<file path="src/rtl/fetch_ctrl.sv">
// Instruction fetch controller: one outstanding request to instruction memory, a single
// registered instruction slot toward decode, and redirect handling that can drop a stale response.
module fetch_ctrl #(
   parameter logic [31:0] RESET_VECTOR = 32'h0000_0000
) (
   input  logic        clk,
   input  logic        reset,
   input  logic        stall,
   input  logic        redirect,
   input  logic [31:0] redirect_pc,
   output logic        imem_req,
   output logic [31:0] imem_addr,
   input  logic        imem_gnt,
   input  logic        imem_rvalid,
   input  logic [31:0] imem_rdata,
   output logic        if_valid,
   output logic [31:0] if_instr,
   output logic [31:0] if_pc
);

   typedef enum logic [1:0] {
      ST_BOOT  = 2'd0,
      ST_REQ   = 2'd1,
      ST_WAIT  = 2'd2,
      ST_VALID = 2'd3
   } state_t;

   state_t      state_q, state_d;
   logic [31:0] pc_q, pc_d;
   logic        discard_q, discard_d;
   logic [31:0] if_instr_q, if_instr_d;
   logic [31:0] if_pc_q, if_pc_d;
   logic        imem_req_q;
   logic        if_valid_q;

   logic [31:0] redirect_tgt;
   logic        unused_redirect_lsbs;

   // Targets are word aligned; the two low bits are dropped unconditionally.
   assign redirect_tgt         = {redirect_pc[31:2], 2'b00};
   assign unused_redirect_lsbs = ^redirect_pc[1:0];

   always_comb begin
      state_d    = state_q;
      pc_d       = pc_q;
      discard_d  = discard_q;
      if_instr_d = if_instr_q;
      if_pc_d    = if_pc_q;
      case (state_q)
         ST_BOOT: begin
            state_d = ST_REQ;
            if (redirect) pc_d = redirect_tgt;
         end
         ST_REQ: begin
            if (imem_gnt) state_d = ST_WAIT;
            // A granted request that races a redirect still returns data; mark it for dropping.
            if (redirect) begin
               pc_d      = redirect_tgt;
               discard_d = imem_gnt;
            end
         end
         ST_WAIT: begin
            if (redirect) begin
               pc_d = redirect_tgt;
               if (imem_rvalid) begin
                  state_d   = ST_REQ;
                  discard_d = 1'b0;
               end else begin
                  discard_d = 1'b1;
               end
            end else if (imem_rvalid) begin
               if (discard_q) begin
                  discard_d = 1'b0;
                  state_d   = ST_REQ;
               end else begin
                  if_instr_d = imem_rdata;
                  if_pc_d    = pc_q;
                  state_d    = ST_VALID;
               end
            end
         end
         ST_VALID: begin
            if (redirect) begin
               pc_d    = redirect_tgt;
               state_d = ST_REQ;
            end else if (!stall) begin
               pc_d    = pc_q + 32'd4;
               state_d = ST_REQ;
            end
         end
         default: state_d = ST_BOOT;
      endcase
   end

   // Request and valid are registered from the next state so they are glitch-free at the ports.
   always_ff @(posedge clk or posedge reset) begin
      if (reset) begin
         state_q    <= ST_BOOT;
         pc_q       <= RESET_VECTOR;
         discard_q  <= 1'b0;
         if_instr_q <= 32'h0;
         if_pc_q    <= 32'h0;
         imem_req_q <= 1'b0;
         if_valid_q <= 1'b0;
      end else begin
         state_q    <= state_d;
         pc_q       <= pc_d;
         discard_q  <= discard_d;
         if_instr_q <= if_instr_d;
         if_pc_q    <= if_pc_d;
         imem_req_q <= (state_d == ST_REQ);
         if_valid_q <= (state_d == ST_VALID);
      end
   end

   assign imem_req  = imem_req_q;
   assign imem_addr = pc_q;
   assign if_valid  = if_valid_q;
   assign if_instr  = if_instr_q;
   assign if_pc     = if_pc_q;

endmodule

</file>
<file path="config.mk">
export PLATFORM = sky130hd
export DESIGN_NAME = fetch_ctrl
export DESIGN_NICKNAME = d
export VERILOG_FILES = /design/src/rtl/fetch_ctrl.sv
export SDC_FILE = /design/constraint.sdc
export NUM_CORES = 1
export LEC_CHECK = 0
export ABC_CLOCK_PERIOD_IN_PS = 8450
export CAP_MARGIN = 20
export CORE_UTILIZATION = 40
export CTS_CLUSTER_SIZE = 30
export DETAILED_ROUTE_END_ITERATION = 8
export GPL_ROUTABILITY_DRIVEN = 0
export GPL_TIMING_DRIVEN = 1
export PLACE_DENSITY_LB_ADDON = 0.08
export SYNTH_ARGS = -nofsm -noshare
export SYNTH_HDL_FRONTEND = slang
export SYNTH_SLANG_ARGS = --single-unit
export TNS_END_PERCENT = 50
</file>
<file path="constraint.sdc">
create_clock -name clk -period 8.45 [get_ports clk]
set_input_delay 1.2675 -clock clk [delete_from_list [all_inputs] [get_ports clk]]
set_output_delay 1.2675 -clock clk [all_outputs]
set_load 0.01 [all_outputs]
</file>
Word-level counts from Yosys, hierarchy flattened
Index checks and enable logic that the tools add are counted.

Register bits: 101. Input bits: 70. Output and inout bits: 98. Word-level logic and storage cells: 42.

Add/subtract/negate cells: 1. Equal/unequal tests: 9. Mux-type cells: 17. Bitwise logic cells: 2. Reduce and logical (&&, ||, !) cells: 6.

Operators with widths (count): two-way mux 32 bit (3); one-hot mux 32 bit (2 select lines) (1); adder 32 x 3 -> 32 bit (second input constant) (1); two-way mux 2 bit (7); one-hot mux 2 bit (4 select lines) (1); == test 2 bit (second input constant) (3); != test 3 bit (second input constant) (2); == test 2 x 1 -> 1 bit (second input constant) (2); two-way mux 1 bit (4); AND reduction 4 bit (1); AND reduction 3 bit (1); OR reduction 3 bit (1); logical NOT 2 bit (1); != test 2 x 1 -> 1 bit (second input constant) (1); != test 2 bit (second input constant) (1); NOT 1 bit (2); one-hot mux 1 bit (2 select lines) (1); AND reduction 2 bit (1); nonzero test 2 bit (1).

Logic depth before layout (Yosys ltp)
Gate-level depths: netlist of the first run.

Word-level depth: 5. Depth in mapped cells: 7. Gate-level depth less buffers: 5.

Least setup slack after synthesis of the first run
Ideal clock, no wire load.

Path kind: input-to-reg. Start point: input port stall. End point: register pc_q[24] (netlist: imem_addr[24]). Setup time: 0.082 ns. Arrival: 2.567 ns. Required time: 8.368 ns. Setup slack: 5.801 ns. Stages on the path: 5. Buffers on the path: 1. Cells stage by stage: and3b_1 -> clkbuf_1 -> nand2_1 -> or4_1 -> a31oi_1.

Word-level cells in the longest chain between the ends: 2.

RTL lines: start: declaration (line 8) `input logic stall,`; != test 3 bit (no line); AND reduction 2 bit (no line); end signal: assignment (line 107) `pc_q <= pc_d;`; end: declaration (line 29) `logic [31:0] pc_q, pc_d;`.

Every way passes these cells. A chain may end at the register's enable or synchronous reset.

Final worst setup path of the first run
Start point: input port redirect. End point: register pc_q[12] (netlist: imem_addr[12]).

Word-level cells in the longest chain between the ends: 2. Elaborated cells between the ends (all ways): 5. Classes of those cells: 2 x eq/ne; 2 x mux; 1 x reduce/logical.

RTL lines: start: declaration (line 9) `input logic redirect,`; two-way mux 32 bit (tied with other cells) (line 83) `if (redirect) begin`; one-hot mux 32 bit (2 select lines) or AND reduction 2 bit (tied branches).

Several ways; a longest one is shown, not always the timed one.

==> qor.txt, run 1 <==
area of the core: 0.0105 sq mm
unique cell type count in the Yosys netlist: 50
post-synthesis cell area: 0.00442 sq mm
Flop pwr share: 0.431
first-pass GRT wire length: 17900 um
initial antenna violation count: 0
min-delay src: if_pc[20]
worst reg2reg endpoint: imem_addr[26]
share of cells above drive strength 1: 0.153
crit path DAT: 3520 ps
final worst-path cycle share: 0.391
switching share of power: 0.304
clock skew: 8.89 ps
ys flop type: dfrtp_1
Global Route met1 Usage: 0.268
fmax: 303 MHz
Hold Path Class: flip-flop to flip-flop
routed wire length: 11300 um
crit path time final: 3300 ps
Hold Vio Cnt, Final: 0
CTS tree: built
worst skew pair latency: 360 ps
Final Setup Violations: 0
DP HPWL: 8060 um
number of global-route vias before repair: 3533
vias per cell: 5.38
highest-count cells in the layout ignoring fill and taps: clkdlybuf4s50_1, dfrtp_1, mux2_2, nor2_1, nand2_1
Worst Hold Endpoint: if_pc[20]
total iterations of the first detailed-routing run: 4
die area: 0.0115 sq mm
largest fanout on the critical path: 40
H-Tree Depth: 3
Row Count: 37
status: finished, final reports clean
pwr dens: 270 mW/mm^2
syn avg cell area: 11.4 sq um
LEAKAGE: 2.65 nW
most common cell after layout, fill and taps aside: clkdlybuf4s50_1
EDFF count, synth: 0
CTS Hold Buffers Added: 0
Max Cap Viol: 0
clk slew on worst S/H paths: 90 ps
P_sw: 0.517 mW
Startpoint Class: input port
Worst EP required: 8670 ps
post-route ant nets: 0
cts repair resizes: 0
Slew @ Worst Pin: 964 ps
flop2flop setup slack: 6000 ps
GRT Util Overall: 0.202
Synth Instances: 386
vias: 3644
cells on worst reg2reg path: 5
CTS Buffer Depth: 2
Overflow after GRT: 0
power share of the clock group: 0.173
P_int: 1.18 mW
Crit. End Element: flip-flop
RSZ-0062 raised after global routing: no
maximum vdd ir drop: 0.129 mV
Worst Path Class, Setup: input port to flip-flop
register area share after synthesis: 0.550
die width: 107 um
YS warnings: 0
Post-Route Setup TNS: 0 ps
busiest grt layer: met2
largest net degree at the start of global routing: 77
PortBufs: 161
pins over their slew limit: 0
Logic pwr share: 0.395
post-CTS setup buffers: 0
Starting Density: 0.420
headroom to the max-slew limit: 0.357
TritonCTS Buffers: 9
Worst Setup Slack, final: 5150 ps
routed length per instance: 16.7 um
DP Worst Slack: 4770 ps
r2r startpoint: imem_addr[2]
CTS root buffer: clkbuf_8
I/O Pins: 168
ys async rst share: 1.00
worst hold stages: 2
P&R area growth vs syn: 42.6%
post-synthesis register bit count: 97
net count reported at finish: 608
DP Area: 0.00611 sq mm
CTS Sinks: 97
met3 GRT Util: 0.0419
drt first-iter violations: 161
DR DRC count: 0
# diodes: 0
design area: 0.00630 sq mm
Die Ht: 107 um
GR met2 Demand/Resource: 0.328
-- layer usage --
layer / vias to the layer above / wire length [um]
met5: - / 0
met4: 0 / 128
met3: 13 / 877
met2: 141 / 5400
met1: 1771 / 4880
li1: 1719 / -
-- per-stage QoR --
| step | power [mW] | util | cells | hold WS (ps) |
|---|---|---|---|---|
| final | 1.70 | 0.599 | 677 | 491 |
| after global routing | 1.80 | 0.599 | 677 | 521 |
| after CTS | 1.72 | 0.599 | 677 | 496 |
| after detailed placement | 1.43 | 0.582 | 662 | 475 |
| after global placement | 1.40 | 0.582 | 662 | 469 |
| after floorplan | 1.02 | - | 389 | 516 |
-- logic make-up after synthesis --
| family | share of synthesized area |
|---|---|
| xor gates and xnor gates | 0.00595 |
| muxes | 0.153 |
| AOI/OAI and AO/OA | 0.103 |
| buffers and inverters | 0.0383 |
| DFF | 0.550 |
| and+or+nand+nor | 0.146 |
| adders and majority gates | 0.00283 |
| other | 0.000849 |
-- area by class of cell --
type	count	area [sq um]
fill	895	4210
clock buffer	10	128
sequential	97	2430
tap	136	170
timing repair buffer	163	1630
inverter	12	47.5
clock inverter	5	56.3
multi-input combinational	254	1840
-- power by group through the flow --
| stage | Sequential [mW] | Clock (mW) | Combinational (mW) |
|---|---|---|---|
| after detailed placement | 0.745 | 0 | 0.680 |
| after CTS | 0.736 | 0.305 | 0.683 |
| final | 0.733 | 0.294 | 0.672 |
| after global routing | 0.757 | 0.325 | 0.719 |
| after floorplan | 0.795 | 0 | 0.225 |
| after global placement | 0.734 | 0 | 0.670 |
-- synth_stat cells, drive strengths merged (7+ instances only) --
| master | number | area, sq um |
|---|---|---|
| nand2 | 24 | 90.1 |
| o31ai | 7 | 52.6 |
| nand4 | 8 | 62.6 |
| o21ai | 12 | 60.1 |
| clkbuf | 14 | 52.6 |
| mux2 | 59 | 664 |
| a31oi | 10 | 62.6 |
| buf | 12 | 71.3 |
| nand3 | 16 | 80.1 |
| dfrtp | 97 | 2430 |
| or4 | 10 | 75.1 |
| nor2 | 30 | 113 |
| inv | 12 | 45.0 |
| nor3 | 7 | 35.0 |
-- critical path, stage by stage --
cell             delay, ps
clkdlybuf4s50_1        390
buf_4                  250
nor4bb_1               710
nand3_1                230
nor2_1                 490
a311oi_1               170
-- flip-flops by register name, summed over array words and instances (netlist names) --
name / cells
if_instr: 32
if_valid: 1
state_q: 2
imem_addr: 30
imem_req: 1
if_pc: 30
discard_q: 1
-- how the worst max path moves through the flow --
stage	from	end	slack [ps]	cells past startpoint
finish	redirect	imem_addr[12]	5150	6
global route	redirect	if_pc[30]	5070	5
CTS	redirect	if_instr[11]	5180	5
detailed placement	redirect	if_pc[22]	4770	5
global placement	redirect	if_instr[4]	4820	5
floorplan	reset	discard_q	4650	1
(Power assumes the default switching activity.)
==> inputs of run 2 (changes only) <==
Settings changed: ABC_CLOCK_PERIOD_IN_PS 8450 to 3050.
Clock period 8.45 ns to 3.05 ns, I/O delays scaled along.
==> qor.txt, run 2 (synthesis results as in run 1) <==
status: finished, final reports clean (unchanged)
CTS Buffer Depth: 2 (unchanged)
CTS root buffer: clkbuf_8 (unchanged)
Crit. End Element: flip-flop (unchanged)
Starting Density: 0.420 (unchanged)
fmax: 415 MHz
Startpoint Class: flip-flop (was input port)
Design Power: 4.77 mW (was 1.70 mW)
pwr dens: 748 mW/mm^2 (was 270 mW/mm^2)
area of the core: 0.0105 sq mm (unchanged)
P&R area growth vs syn: 44.4% (was 42.6%)
WL met3: 833 um (was 877 um)
flop2flop setup slack: 640 ps (was 6000 ps)
crit path DAT: 2680 ps (was 3520 ps)
share of cells above drive strength 1: 0.166 (was 0.153)
DR WL met2: 5530 um (was 5400 um)
crit path time final: 2410 ps
routed wire length: 11500 um (was 11300 um)
top layer in use: met4 (unchanged)
post-route ant nets: 0 (unchanged)
cts repair resizes: 0 (unchanged)
clock skew: 12.8 ps (was 8.89 ps)
drt first-iter violations: 200 (was 161)
CTS Hold Buffers Added: 0 (unchanged)
maximum vdd ir drop: 0.375 mV (was 0.129 mV)
PortBufs: 161 (unchanged)
highest-count cells in the layout ignoring fill and taps: clkdlybuf4s50_1, dfrtp_1, mux2_2, nor2_1, nand2_1 (unchanged)
CTS Sinks: 97 (unchanged)
net count reported at finish: 614 (was 608)
cells on worst reg2reg path: 5 (unchanged)
vias per cell: 5.41 (was 5.38)
max reg flops: 32 (unchanged)
largest fanout on the critical path: 8 (was 40)
die width: 107 um (unchanged)
die area: 0.0115 sq mm (unchanged)
Worst Setup EP: imem_addr[26] (was imem_addr[12])
Final Setup Violations: 0 (unchanged)
final worst-path cycle share: 0.790
Hold Vio Cnt, Final: 0 (unchanged)
clk slew on worst S/H paths: 100 ps (was 90 ps)
Slew @ Worst Pin: 648 ps (was 964 ps)
total iterations of the first detailed-routing run: 4 (unchanged)
pins over their slew limit: 0 (unchanged)
routed length per instance: 16.8 um (was 16.7 um)
Hold Path Class: flip-flop to flip-flop (unchanged)
Row Count: 37 (unchanged)
Overflow after GRT: 0 (unchanged)
DR DRC count: 0 (unchanged)
# diodes: 0 (unchanged)
number of global-route vias before repair: 3674 (was 3533)
RSZ-0062 raised after global routing: no (unchanged)
wl on met1: 4950 um (was 4880 um)
GRT Util Overall: 0.211 (was 0.202)
Worst Path Class, Setup: flip-flop to flip-flop (was input port to flip-flop)
TritonCTS Buffers: 9 (unchanged)
LEAKAGE: 2.69 nW (was 2.65 nW)
Post-Route Setup TNS: 0 ps (unchanged)
worst skew pair latency: 360 ps (about the same)
Max Cap Viol: 0 (unchanged)
DP HPWL: 8340 um (was 8060 um)
most common cell after layout, fill and taps aside: clkdlybuf4s50_1 (unchanged)
r2r startpoint: imem_addr[2] (unchanged)
Die Ht: 107 um (unchanged)
CTS tree: built (unchanged)
headroom to the max-slew limit: 0.568 (was 0.357)
worst reg2reg endpoint: imem_addr[26] (unchanged)
Worst EP required: 3320 ps (was 8670 ps)
post-CTS setup buffers: 0 (unchanged)
Worst Setup SP: imem_addr[2] (was redirect)
H-Tree Depth: 3 (unchanged)
initial antenna violation count: 0 (unchanged)
first-pass GRT wire length: 18700 um (was 17900 um)
vias: 3699 (was 3644)
largest net degree at the start of global routing: 53 (was 77)
I/O Pins: 168 (unchanged)
-- run 2: changes by cell type in the layout (fill, tap and decap cells not counted) --
cell	delta
clkinv_4	+1
buf_4	+5
clkbuf_8	+1
buf_12	+1
clkbuf_1	-1
-- run 2: layout make-up --
cell class                 instances  area, sq um
fill                             914         4130
sequential                        97         2430
multi-input combinational        254         1840
timing repair buffer             169         1680
tap                              136          170
clock buffer                      10          138
clock inverter                     6         65.1
inverter                          12         47.5
-- run 2: through the flow --
| step | setup slack, ps | utilization | hold slack (ps) | cells | cell area, sq um |
|---|---|---|---|---|---|
| detailed placement | 615 | 0.587 | 474 | 668 | 6170 |
| finish | 641 | 0.607 | 490 | 684 | 6370 |
| floorplan | 58.8 | - | 516 | 389 | 4430 |
| global route | 502 | 0.607 | 517 | 684 | 6370 |
| CTS | 630 | 0.607 | 497 | 684 | 6370 |
| global placement | 623 | 0.587 | 468 | 668 | 6170 |
-- run 2: critical path, cell delays in order, from the launching register on --
cell and delay, ps:
dfrtp_1 480, ha_1 330, inv_1 110, or4_1 690
or4_1 550, and3_1 170
-- run 2: power by group --
part           total (mW)  internal [mW]  switching [mW]
clock               0.863          0.403           0.460
combinational        1.87           1.18           0.695
sequential           2.03           1.73           0.300
total                4.77           3.31            1.45
-- run 2: worst min path at each step --
stage / startpoint / cells past startpoint / slack, ps / end
global route: if_pc[23] / 2 / 520 / if_pc[23]
floorplan: if_pc[20] / 2 / 520 / if_pc[20]
global placement: if_pc[23] / 2 / 470 / if_pc[23]
finish: if_pc[20] / 2 / 490 / if_pc[20]
CTS: if_pc[23] / 2 / 500 / if_pc[23]
detailed placement: if_pc[23] / 2 / 470 / if_pc[23]
-- run 2: routing by layer --
layer	global-route usage	vias to the layer above
met5	0	-
met4	0.0577	0
met3	0.0511	12
met2	0.343	138
met1	0.282	1821
li1	-	1728
==> inputs of run 3 (changes only) <==
Settings changed: ABC_CLOCK_PERIOD_IN_PS 3050 to 2100.
Clock period 3.05 ns to 2.1 ns, I/O delays scaled along.
==> qor.txt, run 3 (synthesis results as in run 1) <==
vias: 3836 (was 3699)
status: finished, final reports clean (unchanged)
Filler cells: 890 (was 914)
Overflow after GRT: 0 (unchanged)
Final Setup Violations: 0 (unchanged)
worst skew pair latency: 360 ps (about the same)
first-pass GRT wire length: 19300 um (was 18700 um)
Worst path max stage delay: 600 ps (was 690 ps)
pwr dens: 1060 mW/mm^2 (was 748 mW/mm^2)
clock skew: 8.35 ps (was 12.8 ps)
P&R area growth vs syn: 52.1% (was 44.4%)
Worst EP required: 2380 ps (was 3320 ps)
clk slew on worst S/H paths: 90 ps (was 100 ps)
DP HPWL: 9140 um (was 8340 um)
H-Tree Depth: 3 (unchanged)
initial antenna violation count: 0 (unchanged)
drt first-iter violations: 166 (was 200)
number of global-route vias before repair: 3834 (was 3674)
maximum vdd ir drop: 0.585 mV (was 0.375 mV)
Final Core Density: 0.639 (was 0.607)
Row Count: 37 (unchanged)
final worst-path cycle share: 0.949 (was 0.790)
Max Cap Viol: 0 (unchanged)
total iterations of the first detailed-routing run: 5 (was 4)
Startpoint Class: flip-flop (unchanged)
worst path cell trace: buf_4 -> and2_0 -> nand4_1 -> or4_1 -> a31oi_1 (was ha_1 -> inv_1 -> or4_1 -> or4_1 -> and3_1)
largest net degree at the start of global routing: 53 (unchanged)
post-CTS setup buffers: 0 (unchanged)
crit path DAT: 2270 ps (was 2680 ps)
max reg flops: 32 (unchanged)
DR DRC count: 0 (unchanged)
Worst Path Class, Setup: flip-flop to flip-flop (unchanged)
Die Ht: 107 um (unchanged)
LEAKAGE: 2.90 nW (was 2.69 nW)
Starting Density: 0.420 (unchanged)
Hold Path Class: input port to asynchronous set/reset pin (was flip-flop to flip-flop)
RSZ-0062 raised after global routing: no (unchanged)
routed wire length: 12100 um (was 11500 um)
pins over their slew limit: 0 (unchanged)
CTS Buffer Depth: 2 (unchanged)
I/O Pins: 168 (unchanged)
crit path time final: 1990 ps (was 2410 ps)
CTS Sinks: 97 (unchanged)
area of the core: 0.0105 sq mm (unchanged)
share of cells above drive strength 1: 0.222 (was 0.166)
Crit. End Element: flip-flop (unchanged)
CTS root buffer: clkbuf_8 (unchanged)
slowest CP cell: or4_1 (unchanged)
CTS tree: built (unchanged)
largest fanout on the critical path: 7 (was 8)
post-route ant nets: 0 (unchanged)
die width: 107 um (unchanged)
most common cell after layout, fill and taps aside: clkdlybuf4s50_1 (unchanged)
Hold Vio Cnt, Final: 0 (unchanged)
highest-count cells in the layout ignoring fill and taps: clkdlybuf4s50_1, dfrtp_1, mux2_2, buf_4, nor2_1 (was clkdlybuf4s50_1, dfrtp_1, mux2_2, nor2_1, nand2_1)
vias per cell: 5.32 (was 5.41)
Design Power: 7.12 mW (was 4.77 mW)
TritonCTS Buffers: 9 (unchanged)
PortBufs: 161 (unchanged)
GRT Util Overall: 0.220 (was 0.211)
# diodes: 0 (unchanged)
cts repair resizes: 0 (unchanged)
DP Worst Slack: -57.7 ps (was 615 ps)
die area: 0.0115 sq mm (unchanged)
routed length per instance: 16.8 um (about the same)
CTS Hold Buffers Added: 0 (unchanged)
Worst Setup Slack, final: 107 ps (was 641 ps)
fmax: 502 MHz (was 415 MHz)
net count reported at finish: 653 (was 614)
-- run 3: path summary, 6_finish.rpt --
kind	from	slack, ps	to	depth (start not counted)
max	imem_addr[2]	110	imem_addr[27]	5
min	reset	310	if_instr[1]	2
max reg2reg	imem_addr[2]	110	imem_addr[27]	5
min reg2reg	if_pc[8]	490	if_pc[8]	2
max in group asynchronous	reset	1190	if_pc[15]	3
min in group clk	if_pc[8]	490	if_pc[8]	2
-- run 3: stage by stage --
step / TNS [ps] / cells / hold slack, ps / cell area (sq um)
6_report: 0 / 721 / 313 / 6720
5_1_grt: 0 / 721 / 329 / 6720
4_1_cts: 0 / 721 / 315 / 6710
3_5_place_dp: -239 / 707 / 477 / 6490
3_3_place_gp: -16.6 / 707 / 468 / 6490
2_1_floorplan: -174 / 389 / 436 / 4430
-- run 3: layout make-up --
| type | count | area, sq um | share of cell area |
|---|---|---|---|
| clock buffers | 11 | 151 | 0.0225 |
| clock inverters | 3 | 65.1 | 0.00969 |
| inverters | 12 | 48.8 | 0.00727 |
| multi-input cells | 254 | 1850 | 0.276 |
| flip-flops and latches | 97 | 2430 | 0.361 |
| well taps | 136 | 170 | 0.0253 |
| repair buffers | 208 | 2000 | 0.298 |
-- run 3: critical path, delay by kind of cell (launching register included) --
| kind | cells | cell delay (ps) |
|---|---|---|
| simple gates | 3 | 1230 |
| flops | 1 | 360 |
| compound gates | 1 | 180 |
| buf+inv | 1 | 140 |
-- run 3: routing by layer --
metal	part of all wire	GRT usage
met1	0.43	0.287
met2	0.49	0.366
met3	0.062	0.0371
met4	0.014	0.0832
met5	0	0
-- run 3: power breakdown --
group          internal [mW]  switching, mW
Combinational           1.80           1.12
Clock                  0.721          0.603
Sequential              2.52          0.356
Total                   5.04           2.08
